[src/rtl/board_move_engine.sv]
// Move engine for the 3x3 sliding-tile board: press detection, legality check,
// blank/tile swap, saturating step count and solved-layout detection.
module board_move_engine #(
  parameter logic [35:0] INIT_BOARD   = 36'h870654321,
  parameter int unsigned INIT_BLANK   = 6,
  parameter logic [35:0] SOLVED_BOARD = 36'h087654321,
  parameter int unsigned STEP_MAX     = 999
) (
  input  logic        I_clk,
  input  logic        I_rst_n,
  input  logic [2:0]  dir_index,
  input  logic        I_restart,
  output logic [35:0] O_board,
  output logic [3:0]  O_blank_pos,
  output logic [9:0]  O_step_cnt,
  output logic        O_move_valid,
  output logic        O_move_reject,
  output logic        O_gameover
);

  typedef enum logic [2:0] {S_IDLE, S_EVAL, S_SWAP, S_CHECK, S_OVER} state_t;

  state_t      state, state_nxt;
  logic [2:0]  dir_prev, dir_lat;
  logic [3:0]  tgt, tgt_calc, tgt_val;
  logic [1:0]  row, col;
  logic        press, legal, solved;
  logic        ld_dir, ld_tgt, do_reject, do_swap, do_over;
  logic [35:0] board_swapped;

  assign press  = (dir_prev == 3'd0) && (dir_index >= 3'd1) && (dir_index <= 3'd4);
  assign solved = (O_board == SOLVED_BOARD);

  always_comb begin
    row = 2'd0;
    col = 2'd0;
    case (O_blank_pos)
      4'd0: begin row = 2'd0; col = 2'd0; end
      4'd1: begin row = 2'd0; col = 2'd1; end
      4'd2: begin row = 2'd0; col = 2'd2; end
      4'd3: begin row = 2'd1; col = 2'd0; end
      4'd4: begin row = 2'd1; col = 2'd1; end
      4'd5: begin row = 2'd1; col = 2'd2; end
      4'd6: begin row = 2'd2; col = 2'd0; end
      4'd7: begin row = 2'd2; col = 2'd1; end
      4'd8: begin row = 2'd2; col = 2'd2; end
      default: begin row = 2'd0; col = 2'd0; end
    endcase
  end

  // Target arithmetic only happens on the legal branch, so it can never wrap.
  always_comb begin
    legal    = 1'b0;
    tgt_calc = O_blank_pos;
    case (dir_lat)
      3'd1: if (row != 2'd2) begin legal = 1'b1; tgt_calc = O_blank_pos + 4'd3; end
      3'd2: if (row != 2'd0) begin legal = 1'b1; tgt_calc = O_blank_pos - 4'd3; end
      3'd3: if (col != 2'd2) begin legal = 1'b1; tgt_calc = O_blank_pos + 4'd1; end
      3'd4: if (col != 2'd0) begin legal = 1'b1; tgt_calc = O_blank_pos - 4'd1; end
      default: legal = 1'b0;
    endcase
  end

  always_comb begin
    tgt_val       = '0;
    board_swapped = O_board;
    for (int unsigned k = 0; k < 9; k++) begin
      if (4'(k) == tgt) tgt_val = O_board[4*k +: 4];
    end
    for (int unsigned k = 0; k < 9; k++) begin
      if (4'(k) == O_blank_pos) board_swapped[4*k +: 4] = tgt_val;
      else if (4'(k) == tgt)    board_swapped[4*k +: 4] = '0;
    end
  end

  always_ff @(posedge I_clk or negedge I_rst_n) begin
    if (!I_rst_n) state <= S_IDLE;
    else          state <= state_nxt;
  end

  always_comb begin
    state_nxt = state;
    case (state)
      S_IDLE:  if (press) state_nxt = S_EVAL;
      S_EVAL:  state_nxt = legal ? S_SWAP : S_IDLE;
      S_SWAP:  state_nxt = S_CHECK;
      S_CHECK: state_nxt = solved ? S_OVER : S_IDLE;
      S_OVER:  state_nxt = S_OVER;
      default: state_nxt = S_IDLE;
    endcase
    if (I_restart) state_nxt = S_IDLE;
  end

  always_comb begin
    ld_dir    = 1'b0;
    ld_tgt    = 1'b0;
    do_reject = 1'b0;
    do_swap   = 1'b0;
    do_over   = 1'b0;
    case (state)
      S_IDLE:  ld_dir = press;
      S_EVAL:  begin ld_tgt = legal; do_reject = ~legal; end
      S_SWAP:  do_swap = 1'b1;
      S_CHECK: do_over = solved;
      default: ;
    endcase
  end

  always_ff @(posedge I_clk or negedge I_rst_n) begin
    if (!I_rst_n) begin
      dir_prev      <= '0;
      dir_lat       <= '0;
      tgt           <= '0;
      O_board       <= INIT_BOARD;
      O_blank_pos   <= 4'(INIT_BLANK);
      O_step_cnt    <= '0;
      O_move_valid  <= 1'b0;
      O_move_reject <= 1'b0;
      O_gameover    <= 1'b0;
    end else begin
      dir_prev      <= dir_index;
      O_move_valid  <= 1'b0;
      O_move_reject <= 1'b0;
      if (I_restart) begin
        O_board     <= INIT_BOARD;
        O_blank_pos <= 4'(INIT_BLANK);
        O_step_cnt  <= '0;
        O_gameover  <= 1'b0;
      end else begin
        if (ld_dir)    dir_lat <= dir_index;
        if (ld_tgt)    tgt <= tgt_calc;
        if (do_reject) O_move_reject <= 1'b1;
        if (do_swap) begin
          O_board      <= board_swapped;
          O_blank_pos  <= tgt;
          O_move_valid <= 1'b1;
          if (O_step_cnt < 10'(STEP_MAX)) O_step_cnt <= O_step_cnt + 10'd1;
        end
        if (do_over) O_gameover <= 1'b1;
      end
    end
  end

endmodule

[config.mk]
export PLATFORM = sky130hd
export DESIGN_NAME = board_move_engine
export DESIGN_NICKNAME = d
export VERILOG_FILES = /design/src/rtl/board_move_engine.sv
export SDC_FILE = /design/constraint.sdc
export NUM_CORES = 1
export LEC_CHECK = 0
export ABC_AREA = 0
export BUFFER_PORTS_ARGS = -buffer_cell sky130_fd_sc_hd__buf_2
export CAP_MARGIN = 20
export CORE_ASPECT_RATIO = 1.25
export CORE_MARGIN = 2
export CORE_UTILIZATION = 62
export DETAILED_ROUTE_END_ITERATION = 10
export GPL_TIMING_DRIVEN = 1
export PLACE_DENSITY = 0.84
export SETUP_SLACK_MARGIN = 0.5
export SLEW_MARGIN = 0
export SYNTH_ARGS = -nofsm -noshare
export SYNTH_HDL_FRONTEND = slang
export SYNTH_SLANG_ARGS = --single-unit
export TNS_END_PERCENT = 30
[constraint.sdc]
create_clock -name I_clk -period 4.7 [get_ports I_clk]
set_input_delay 0.235 -clock I_clk [delete_from_list [all_inputs] [get_ports I_clk]]
set_output_delay 0.235 -clock I_clk [all_outputs]
set_load 0.05 [all_outputs]
Word-level counts from Yosys, hierarchy flattened
Memories as Yosys holds them, arrays and structs flattened.
Cells that the tools add are included.
W data, S select, Z words.
{"block": "totals", "register_bits": 66, "rom_bits": 64, "in_bits": 6, "output_inout_bits": 53, "elab_cells": 149, "n_memories": 1}
{"block": "op_classes", "add_sub_neg": 5, "n_lt_le_gt_ge": 3, "eq_ne": 28, "muxes": 60, "bitwise": 2, "n_reduce_logical": 32}
{"name": "(no name shown)", "depth": 16, "word_bits": 4, "rd": 1, "rd_ports_with_merged_regs": 0, "write_ports": 0, "line_no": "37", "rtl": "case (O_blank_pos)"}
{"op": "$mux W4", "n": 33}
{"op": "$mux W36", "n": 2}
{"op": "$eq A36 B32 Y1 const B", "n": 1}
{"op": "$eq A3 B4 Y1 const A", "n": 8}
{"op": "$mux W10", "n": 3}
{"op": "$reduce_bool A3 Y1", "n": 9}
{"op": "$reduce_and A2 Y1", "n": 12}
{"op": "$eq A2 B4 Y1 const A", "n": 4}
{"op": "$pmux W4 S4", "n": 1}
{"op": "$mux W1", "n": 15}
{"op": "$pmux W3 S5", "n": 1}
{"op": "$eq A3 B2 Y1 const B", "n": 4}
{"op": "$add A10 B1 Y10 const B", "n": 1}
{"op": "$lt A10 B10 Y1 const B", "n": 1}
{"op": "$reduce_bool A2 Y1", "n": 5}
{"op": "$mux W3", "n": 3}
{"op": "$eq A1 B4 Y1 const A", "n": 2}
{"op": "$eq A4 B4 Y1 const A", "n": 2}
{"op": "$logic_not A4 Y1", "n": 2}
{"op": "$eq A3 B1 Y1 const B", "n": 2}
{"op": "$eq A3 B3 Y1 const B", "n": 2}
{"op": "$logic_not A3 Y1", "n": 2}
{"op": "$add A4 B1 Y4 const B", "n": 1}
{"op": "$add A4 B2 Y4 const B", "n": 1}
{"op": "other kinds (10)", "n": 13}

Logic depth before layout (Yosys ltp)
Gate-level depths: netlist of the first run.
{"block": "logic_depth", "ltp_word": 13, "mapped_depth": 8, "mapped_depth_nobuf": 7}

Worst setup path before layout of the first run
No wires, ideal clock.
{"block": "synth_timing", "path_type": "flip-flop to flip-flop", "from": "register O_blank_pos[0]", "to": "register tgt[2]", "setup_ns": 0.128, "t_arrival_ns": 2.389, "required_ns": 4.572, "slack_ns": 2.183, "path_stages_with_launch": 8, "path_buffers": 0, "period_less_slack_ns": 2.517, "cell_sequence": "dfrtp_1 -> inv_1 -> ha_1 -> and3b_1 -> a2111oi_0 -> a31oi_1 -> a21oi_2 -> mux2_1"}
{"block": "synth_via", "elab_chain_cells": 6, "elab_cells_between_ends": 21, "cone_classes": "add/sub (4); eq/ne (2); mux (11); reduce/logical (3); memory (1)"}
{"item": "start, declared", "line_no": "14", "rtl": "output logic [3:0] O_blank_pos,"}
{"item": "start signal, assigned", "line_no": "115", "rtl": "O_blank_pos <= 4'(INIT_BLANK);"}
{"item": "start signal, assigned", "line_no": "126", "rtl": "O_blank_pos <= 4'(INIT_BLANK);"}
{"item": "start signal, assigned", "line_no": "135", "rtl": "O_blank_pos <= tgt;"}
{"item": "$mem_v2 Z16 W4"}
{"item": "$ne A2 B2 Y1 (tied with other cells)", "line_no": "58", "rtl": "3'd3: if (col != 2'd2) begin legal = 1'b1; tgt_calc = O_blank_pos + 4'd1; end"}
{"item": "$mux W1 (on tied branches)"}
{"item": "$pmux W1 S4", "line_no": "55", "rtl": "case (dir_lat)"}
{"item": "$mux W1", "line_no": "100", "rtl": "case (state)"}
{"item": "$reduce_and A2 Y1 (no source line)"}
{"item": "end signal, assigned", "line_no": "131", "rtl": "if (ld_tgt) tgt <= tgt_calc;"}
{"item": "end, declared", "line_no": "25", "rtl": "logic [3:0] tgt, tgt_calc, tgt_val;"}
Parallel ways exist; a longest one is shown, timed or not.
A chain may end at the register's enable or synchronous reset.

Worst setup path in the final report of the first run
Same ends and word-level chain as after synthesis.

==> results of run 1 <==
-- per-stage QoR --
step	hold WS, ps	setup slack [ps]	std cells	power (mW)
floorplan	-60.59	2183	400	0.7133
global placement	371.9	2192	525	0.7519
detailed placement	374.0	2154	525	0.7538
CTS	18.31	2120	541	1.242
global route	24.60	1935	541	1.287
finish	20.05	2099	541	1.245
-- cell type report --
cell class / instances / area, sq um / share of cell area (%)
inverter: 12 / 45.04 / 1.030
clock inverter: 6 / 65.06 / 1.488
sequential: 66 / 1670 / 38.21
multi-input combinational: 302 / 2042 / 46.71
tap: 85 / 106.4 / 2.433
clock buffer: 10 / 137.6 / 3.148
timing repair buffer: 60 / 305.3 / 6.983
-- path summary, 6_finish.rpt --
kind / start / to / cells past startpoint
worst max register to register: O_blank_pos[0] / tgt[2] / 7
worst min register to register: O_gameover / O_gameover / 2
max in group asynchronous: I_rst_n / O_blank_pos[0] / 2
worst max-delay path: O_blank_pos[0] / tgt[2] / 7
worst min-delay path: dir_index[1] / dir_prev[1] / 1
min in group asynchronous: I_rst_n / O_board[34] / 2
-- routing by layer --
metal	wire length, um	part of all wire, %	up-vias
met3	846	7.4	66
met5	0	0	-
met1	4442	39	1778
met4	647	5.6	0
met2	5557	48	223
li1	-	-	1605
-- sequential cells by signal, indices dropped and copies added (netlist names) --
signal         cells
O_blank_pos        4
O_board           36
O_gameover         1
O_move_reject      1
O_move_valid       1
O_step_cnt        10
dir_lat            3
dir_prev           3
state              3
tgt                4
-- worst max-delay path: stages (launching register included) --
cell       delay (ps)
dfrtp_1           510
inv_1             180
ha_1              300
or3b_1            430
o211ai_1          200
a2bb2oi_1         370
a21oi_2           160
mux2_1            340
-- power by group through the flow --
stage	Sequential, mW	Clock (mW)	Combinational (mW)
2_1_floorplan	0.602	0	0.111
4_1_cts	0.603	0.498	0.141
5_1_grt	0.606	0.523	0.159
3_5_place_dp	0.614	0	0.140
3_3_place_gp	0.613	0	0.139
6_report	0.604	0.496	0.145
-- synth_stat cells, types with 3 or more instances --
cell and count:
and2_1 3, a31oi_1 3, and3_1 4, xnor2_1 5, nor2_1 46, a22o_1 21, nand3_1 3, ha_1 6
nand2_1 25, o21ai_1 7, o22ai_1 6, a32o_1 5, nor4b_1 5, inv_1 9, o21ai_0 14, inv_2 3
clkbuf_1 10, nor3_1 11, nor2b_1 9, nand4_1 4, nand2b_1 9, dfrtp_1 51, dfstp_2 15, mux2_2 5
buf_2 7, mux2_1 3, mux2i_1 7, nand3b_1 7, nor4_1 5, a22oi_1 4, a21oi_1 20, o21a_1 4
nor3b_1 3, o31a_1 3, a221o_1 9
-- cell families after synthesis --
| kind of cell | Yosys count |
|---|---|
| buffers and inverters | 32 |
| adder cells (fa/ha/maj) | 6 |
| AND/OR/NAND/NOR | 149 |
| flip-flops | 66 |
| XOR/XNOR | 7 |
| AO/OA/AOI/OAI | 124 |
| multiplexers | 16 |
==> impl_metrics.env, run 1 <==
export IMPL_tritoncts="built"
export IMPL_synth_compound_area_share_pct=23.90
export IMPL_gr_usage_met3_pct=8.352
export IMPL_numCtsBuffers=9
export IMPL_synth_top_cell_by_area="dfrtp_1"
export IMPL_p_switching_mw=0.3526
export IMPL_powerDensity_nw_per_um2=284.7
export IMPL_syn_inst=400
export IMPL_syn_nets=412
export IMPL_holdBufCountCts=0
export IMPL_fin_crit_sh_pct=55.35
export IMPL_synth_async_reset_ratio_pct=100.0
export IMPL_ios=59
export IMPL_worstMarginPinSlew_ps=827.6
export IMPL_status="finished clean"
export IMPL_drive_above_1_share_pct=22.59
export IMPL_stdcell_area_sq_um=4372
export IMPL_p_seq_share_pct=48.5
export IMPL_grt_pass1_vias=3429
export IMPL_fillers=497
export IMPL_die_y_um=92.13
export IMPL_ant_nets=0
export IMPL_avgSynthCellArea_sq_um=9.631
export IMPL_met1_usage_pct=44.17
export IMPL_placed_cell_area_sq_um=4169
export IMPL_fmax_mhz=384.4
export IMPL_cts_htree_levels=3
export IMPL_hold_path_class="input port to register"
export IMPL_diodes=0
export IMPL_grt_busiest_layer="met2"
export IMPL_cellLeakagePower_nw=1.942
export IMPL_cts_sink_count=66
export IMPL_grt_pass1_wl_um=18110
export IMPL_max_slew_margin_pct=44.45
export IMPL_synth_fa_ha_area_share_pct=1.949
export IMPL_min_period_ps=2601
export IMPL_internal_power_mw=0.8919
export IMPL_setup_tns_ps=0
export IMPL_p_sw_share_pct=28.33
export IMPL_yosys_warnings=0
export IMPL_cts_setup_buffers=0
export IMPL_port_buffers=58
export IMPL_synth_xor_area_share_pct=1.591
export IMPL_yosysUniqueCellTypes=71
export IMPL_yosysTopAreaCellShare_pct=33.13
export IMPL_die_area_sq_um=6864
export IMPL_clkTransAtPathRegs_ps=70
export IMPL_rsz0062_at_grt="no"
export IMPL_ir_drop_mv=0.2480
export IMPL_chipWidth_um=74.51
export IMPL_synth_mux_area_share_pct=4.742
export IMPL_most_common_layout_cells="buf_2, dfrtp_1, nor2_1"
export IMPL_critical_path_arrival_ps=2830
export IMPL_core_area_sq_um=6086
export IMPL_cp_max_fo=9
export IMPL_areaGrowthSynthToFinish_pct=13.48
export IMPL_wl_um=11490
export IMPL_clockRootBuffer="clkbuf_8"
export IMPL_fin_nets=463
export IMPL_synth_edf_count=0
export IMPL_synth_top_family_by_area="compound AO/OA/AOI/OAI gates"
export IMPL_setup_viol=0
export IMPL_drc=0
export IMPL_startpoint_type="register"
export IMPL_grt_overflow_total=0
export IMPL_wl_per_cell_um=21.25
export IMPL_utilization_pct=71.83
export IMPL_synth_area_leaders="dfrtp_1, dfstp_2, a22o_1"
export IMPL_cts_resized=0
export IMPL_crit_type="register to register"
export IMPL_grt_max_degree=67
export IMPL_cp_end_kind="register"
export IMPL_maxSlewViolCount=0
export IMPL_synth_seq_cells=66
export IMPL_rows=32
export IMPL_dr_pass1_iters=5
export IMPL_clockBufferDepth=2
export IMPL_start_util_pct=63.30
export IMPL_yosysSeqAreaShare_pct=43.36
export IMPL_dp_hpwl_um=8124
export IMPL_r2r_setup_slack_ps=2100
export IMPL_viasPerCell=6.787
export IMPL_num_vias=3672
export IMPL_pwr_share_comb_pct=11.6
export IMPL_yosys_area_share_simple_pct=20.82
export IMPL_fin_worst_skew_ps=9.361
export IMPL_drtIter0Drc=395
export IMPL_grt_use_total_pct=35.44
export IMPL_p_clk_share_pct=39.9
export IMPL_met2_usage_pct=55.24
export IMPL_crit_required_ps=4930
export IMPL_max_cap_viol_count=0
export IMPL_hold_viol_final=0
export IMPL_netlist_area_sq_um=3852
export IMPL_antenna_found_initial=0
export IMPL_ys_flop_type="dfrtp_1"
export IMPL_final_common_cell="buf_2"
export IMPL_place_gp_congestion=1.046
export IMPL_clk_latency_ps=350
Power figures use the tool's default switching activity.
==> inputs of run 2 (changes only) <==
--- a/config.mk
+++ b/config.mk
@@ -5,15 +5,15 @@
 export SDC_FILE = /design/constraint.sdc
 export NUM_CORES = 1
 export LEC_CHECK = 0
-export ABC_AREA = 0
+export ABC_AREA = 1
 export BUFFER_PORTS_ARGS = -buffer_cell sky130_fd_sc_hd__buf_2
 export CAP_MARGIN = 20
 export CORE_ASPECT_RATIO = 1.25
 export CORE_MARGIN = 2
-export CORE_UTILIZATION = 62
+export CORE_UTILIZATION = 52
 export DETAILED_ROUTE_END_ITERATION = 10
 export GPL_TIMING_DRIVEN = 1
-export PLACE_DENSITY = 0.84
+export PLACE_DENSITY = 0.75
 export SETUP_SLACK_MARGIN = 0.5
 export SLEW_MARGIN = 0
 export SYNTH_ARGS = -nofsm -noshare
==> constraint.sdc (replaced) <==
create_clock -name I_clk -period 2.3 [get_ports I_clk]
set_input_delay 0.115 -clock I_clk [delete_from_list [all_inputs] [get_ports I_clk]]
set_output_delay 0.115 -clock I_clk [all_outputs]
set_load 0.05 [all_outputs]
==> run 2 against run 1 <==
Against the previous run:
- non-clock buffer count rose by 25
- fmax rose by 35%
- final cell count rose by 35%
- total power rose to 3.0 times the previous value
- worst setup slack got worse by 1700 ps
- clock power rose by 110%
- design area rose by 14%
- clock-buffer cell count rose by 2
- synthesized cell count rose by 37%
- hold slack improved by 180 ps
- global-route usage fell by 4.9 points
- utilization fell by 4.7 points
- largest power group unchanged
==> impl_metrics.env, run 2 <==
export IMPL_drive_above_1_share_pct=28.91
export IMPL_yosys_warnings=0
export IMPL_largestRegisters="O_board: 36 flops, O_step_cnt: 10 flops"
export IMPL_path_buf_inv=3
export IMPL_largest_register="O_board"
export IMPL_setup_tns_ps=0
export IMPL_cpPeakStageDelay_ps=670
export IMPL_synth_fa_ha_area_share_pct=1.893
export IMPL_wl_per_cell_um=16.60
export IMPL_clockBufferDepth=2
export IMPL_synth_xor_area_share_pct=1.325
export IMPL_fin_crit_sh_pct=83.68
export IMPL_synth_compound_area_share_pct=10.09
export IMPL_critPathLaunch="O_blank_pos[1]"
export IMPL_post_synth_top_count_cell="nand2_1"
export IMPL_grt_use_total_pct=30.54
export IMPL_holdWs_ps=197.7
export IMPL_fillers=671
export IMPL_cellLeakagePower_nw=2.445
export IMPL_grt_pass1_vias=3882
export IMPL_crit_type="register to register"
export IMPL_worstMarginPinSlew_ps=518.1
export IMPL_fin_nets=647
export IMPL_num_vias=4150
export IMPL_rows=35
export IMPL_grt_max_degree=45
export IMPL_syn_inst=546
export IMPL_max_slew_margin_pct=65.46
export IMPL_synth_mux_area_share_pct=0
export IMPL_status="finished clean"
export IMPL_synth_area_leaders="dfrtp_1, nand2_1, dfstp_2"
export IMPL_p_switching_mw=1.494
export IMPL_pwr_share_comb_pct=34.3
export IMPL_cts_htree_levels=3
export IMPL_clk_latency_ps=340
export IMPL_top_layer_used="met4"
export IMPL_setup_viol=0
export IMPL_dr_pass1_iters=6
export IMPL_multi_input_area_sq_um=2152
export IMPL_areaGrowthSynthToFinish_pct=25.30
export IMPL_synth_common_cells="nand2_1, nor2_1, inv_1"
export IMPL_ant_nets=0
export IMPL_viasPerCell=5.669
export IMPL_ios=59
export IMPL_die_y_um=101.6
export IMPL_syn_nets=558
export IMPL_grt_pass1_wl_um=19290
export IMPL_min_period_ps=1925
export IMPL_ir_drop_mv=0.5164
export IMPL_yosysUniqueCellTypes=41
export IMPL_final_common_cell="nand2_1"
export IMPL_synth_edf_count=0
export IMPL_start_util_pct=53.59
export IMPL_internal_power_mw=2.179
export IMPL_critical_path_arrival_ps=2190
export IMPL_cts_sink_count=66
export IMPL_yosysSeqAreaShare_pct=42.11
export IMPL_powerDensity_nw_per_um2=739.0
export IMPL_avgSynthCellArea_sq_um=7.264
export IMPL_r2r_start="O_blank_pos[1]"
export IMPL_clkTransAtPathRegs_ps=70
export IMPL_clockRootBuffer="clkbuf_8"
export IMPL_chipWidth_um=82.12
export IMPL_grt_overflow_total=0
export IMPL_slowest_stage="dfstp_4"
export IMPL_crit_required_ps=2560
export IMPL_yosysTopAreaCellShare_pct=32.18
export IMPL_drt_met1_wl_um=4877
export IMPL_wl_um=12150
export IMPL_hold_viol_final=0
export IMPL_drtIter0Drc=298
export IMPL_antenna_found_initial=0
export IMPL_synth_async_reset_ratio_pct=100.0
export IMPL_synth_top_family_by_area="simple AND/OR/NAND/NOR gates"
export IMPL_min_from="I_restart"
export IMPL_fin_worst_skew_ps=14.41
export IMPL_cpLargestDelayFamily="flip-flops"
export IMPL_drc=0
export IMPL_netlist_area_sq_um=3966
export IMPL_path_cells="inv_4, ha_4, o21ai_4, inv_2, nand3_2, nand2_2, buf_4, nor2_1, nand2_1, a21oi_1"
export IMPL_p_sw_share_pct=40.67
export IMPL_p_clk_share_pct=27.7
export IMPL_dp_hpwl_um=8836
export IMPL_synth_seq_cells=66
export IMPL_core_area_sq_um=7401
export IMPL_yosys_area_share_simple_pct=36.09
export IMPL_startpoint_type="register"
export IMPL_p_seq_share_pct=38.0
export IMPL_ys_flop_type="dfrtp_1"
export IMPL_most_common_layout_cells="nand2_1, inv_1, nor2_1"
export IMPL_seq_area_sq_um=1679
export IMPL_max_cap_viol_count=0
export IMPL_cp_max_fo=5
export IMPL_port_buffers=58
export IMPL_met3WireLength_um=939
export IMPL_place_gp_congestion=0.9254
export IMPL_synth_top_cell_by_area="dfrtp_1"
export IMPL_fmax_mhz=519.6
export IMPL_maxSlewViolCount=0
export IMPL_wl_met2_um=6020
export IMPL_numCtsBuffers=9
export IMPL_cp_end_kind="register"
export IMPL_diodes=0
export IMPL_die_area_sq_um=8347
export IMPL_tritoncts="built"
export IMPL_hold_path_class="input port to register"
export IMPL_rsz0062_at_grt="yes"
export IMPL_largest_register_ffs=36
run 2: path summary, 6_finish.rpt:
| kind | slack [ps] | to | depth (start not counted) |
|---|---|---|---|
| min reg2reg | 520 | O_board[21] | 2 |
| max reg2reg | 380 | state[1] | 10 |
| max | 380 | state[1] | 10 |
| max in group asynchronous | 1340 | O_blank_pos[2] | 3 |
| min | 200 | O_step_cnt[9] | 2 |
| min in group asynchronous | 280 | O_step_cnt[5] | 2 |
run 2: cells by family after synthesis:
logic type,count (synthesis)
compound gates,71
xor+xnor,6
fa+ha+maj,6
buf+inv,84
flops,66
simple gates,313
run 2: layer usage:
layer | GRT usage (%) | vias to the layer above
li1 | - | 1950
met1 | 40.63 | 1971
met2 | 49.97 | 193
met3 | 6.506 | 36
met4 | 8.846 | 0
met5 | 0 | -
run 2: area by class of cell:
cell class,count,share of cell area [%]
Sequential cell,66,33.79
Clock buffer,12,3.122
Timing Repair Buffer,85,10.45
Inverter,77,6.017
Tap cell,92,2.316
Clock inverter,4,1.007
Multi-Input combinational cell,396,43.30
run 2: stage by stage:
| step | std cells | total power [mW] | setup slack, ps | util (%) | area, sq um |
|---|---|---|---|---|---|
| 2_1_floorplan | 546 | 2.166 | 366.5 | - | 4004 |
| 3_3_place_gp | 695 | 2.526 | 367.4 | 59.78 | 4424 |
| 3_5_place_dp | 695 | 2.525 | 302.0 | 59.78 | 4424 |
| 4_1_cts | 728 | 3.561 | 422.8 | 65.26 | 4830 |
| 5_1_grt | 732 | 3.836 | 281.8 | 67.15 | 4970 |
| 6_report | 732 | 3.673 | 375.3 | 67.15 | 4970 |
run 2: timing repair:
| item | 4_1_cts | 5_1_grt |
|---|---|---|
| endpoints found under the hold margin | 25 | 0 |
| endpoints found under the setup margin | 28 | 48 |
| buffers inserted | 13 | 4 |
| gates resized for setup | 17 | 30 |
| gates cloned | 0 | 0 |
| pin swaps | 5 | 4 |
| hold buffers | 4 | 0 |
run 2: power groups by stage:
stage | registers (mW) | clock network (mW) | logic, mW
floorplan | 1.53 | 0 | 0.635
global placement | 1.41 | 0 | 1.12
detailed placement | 1.41 | 0 | 1.12
CTS | 1.39 | 1.02 | 1.15
global route | 1.41 | 1.08 | 1.35
finish | 1.40 | 1.02 | 1.26
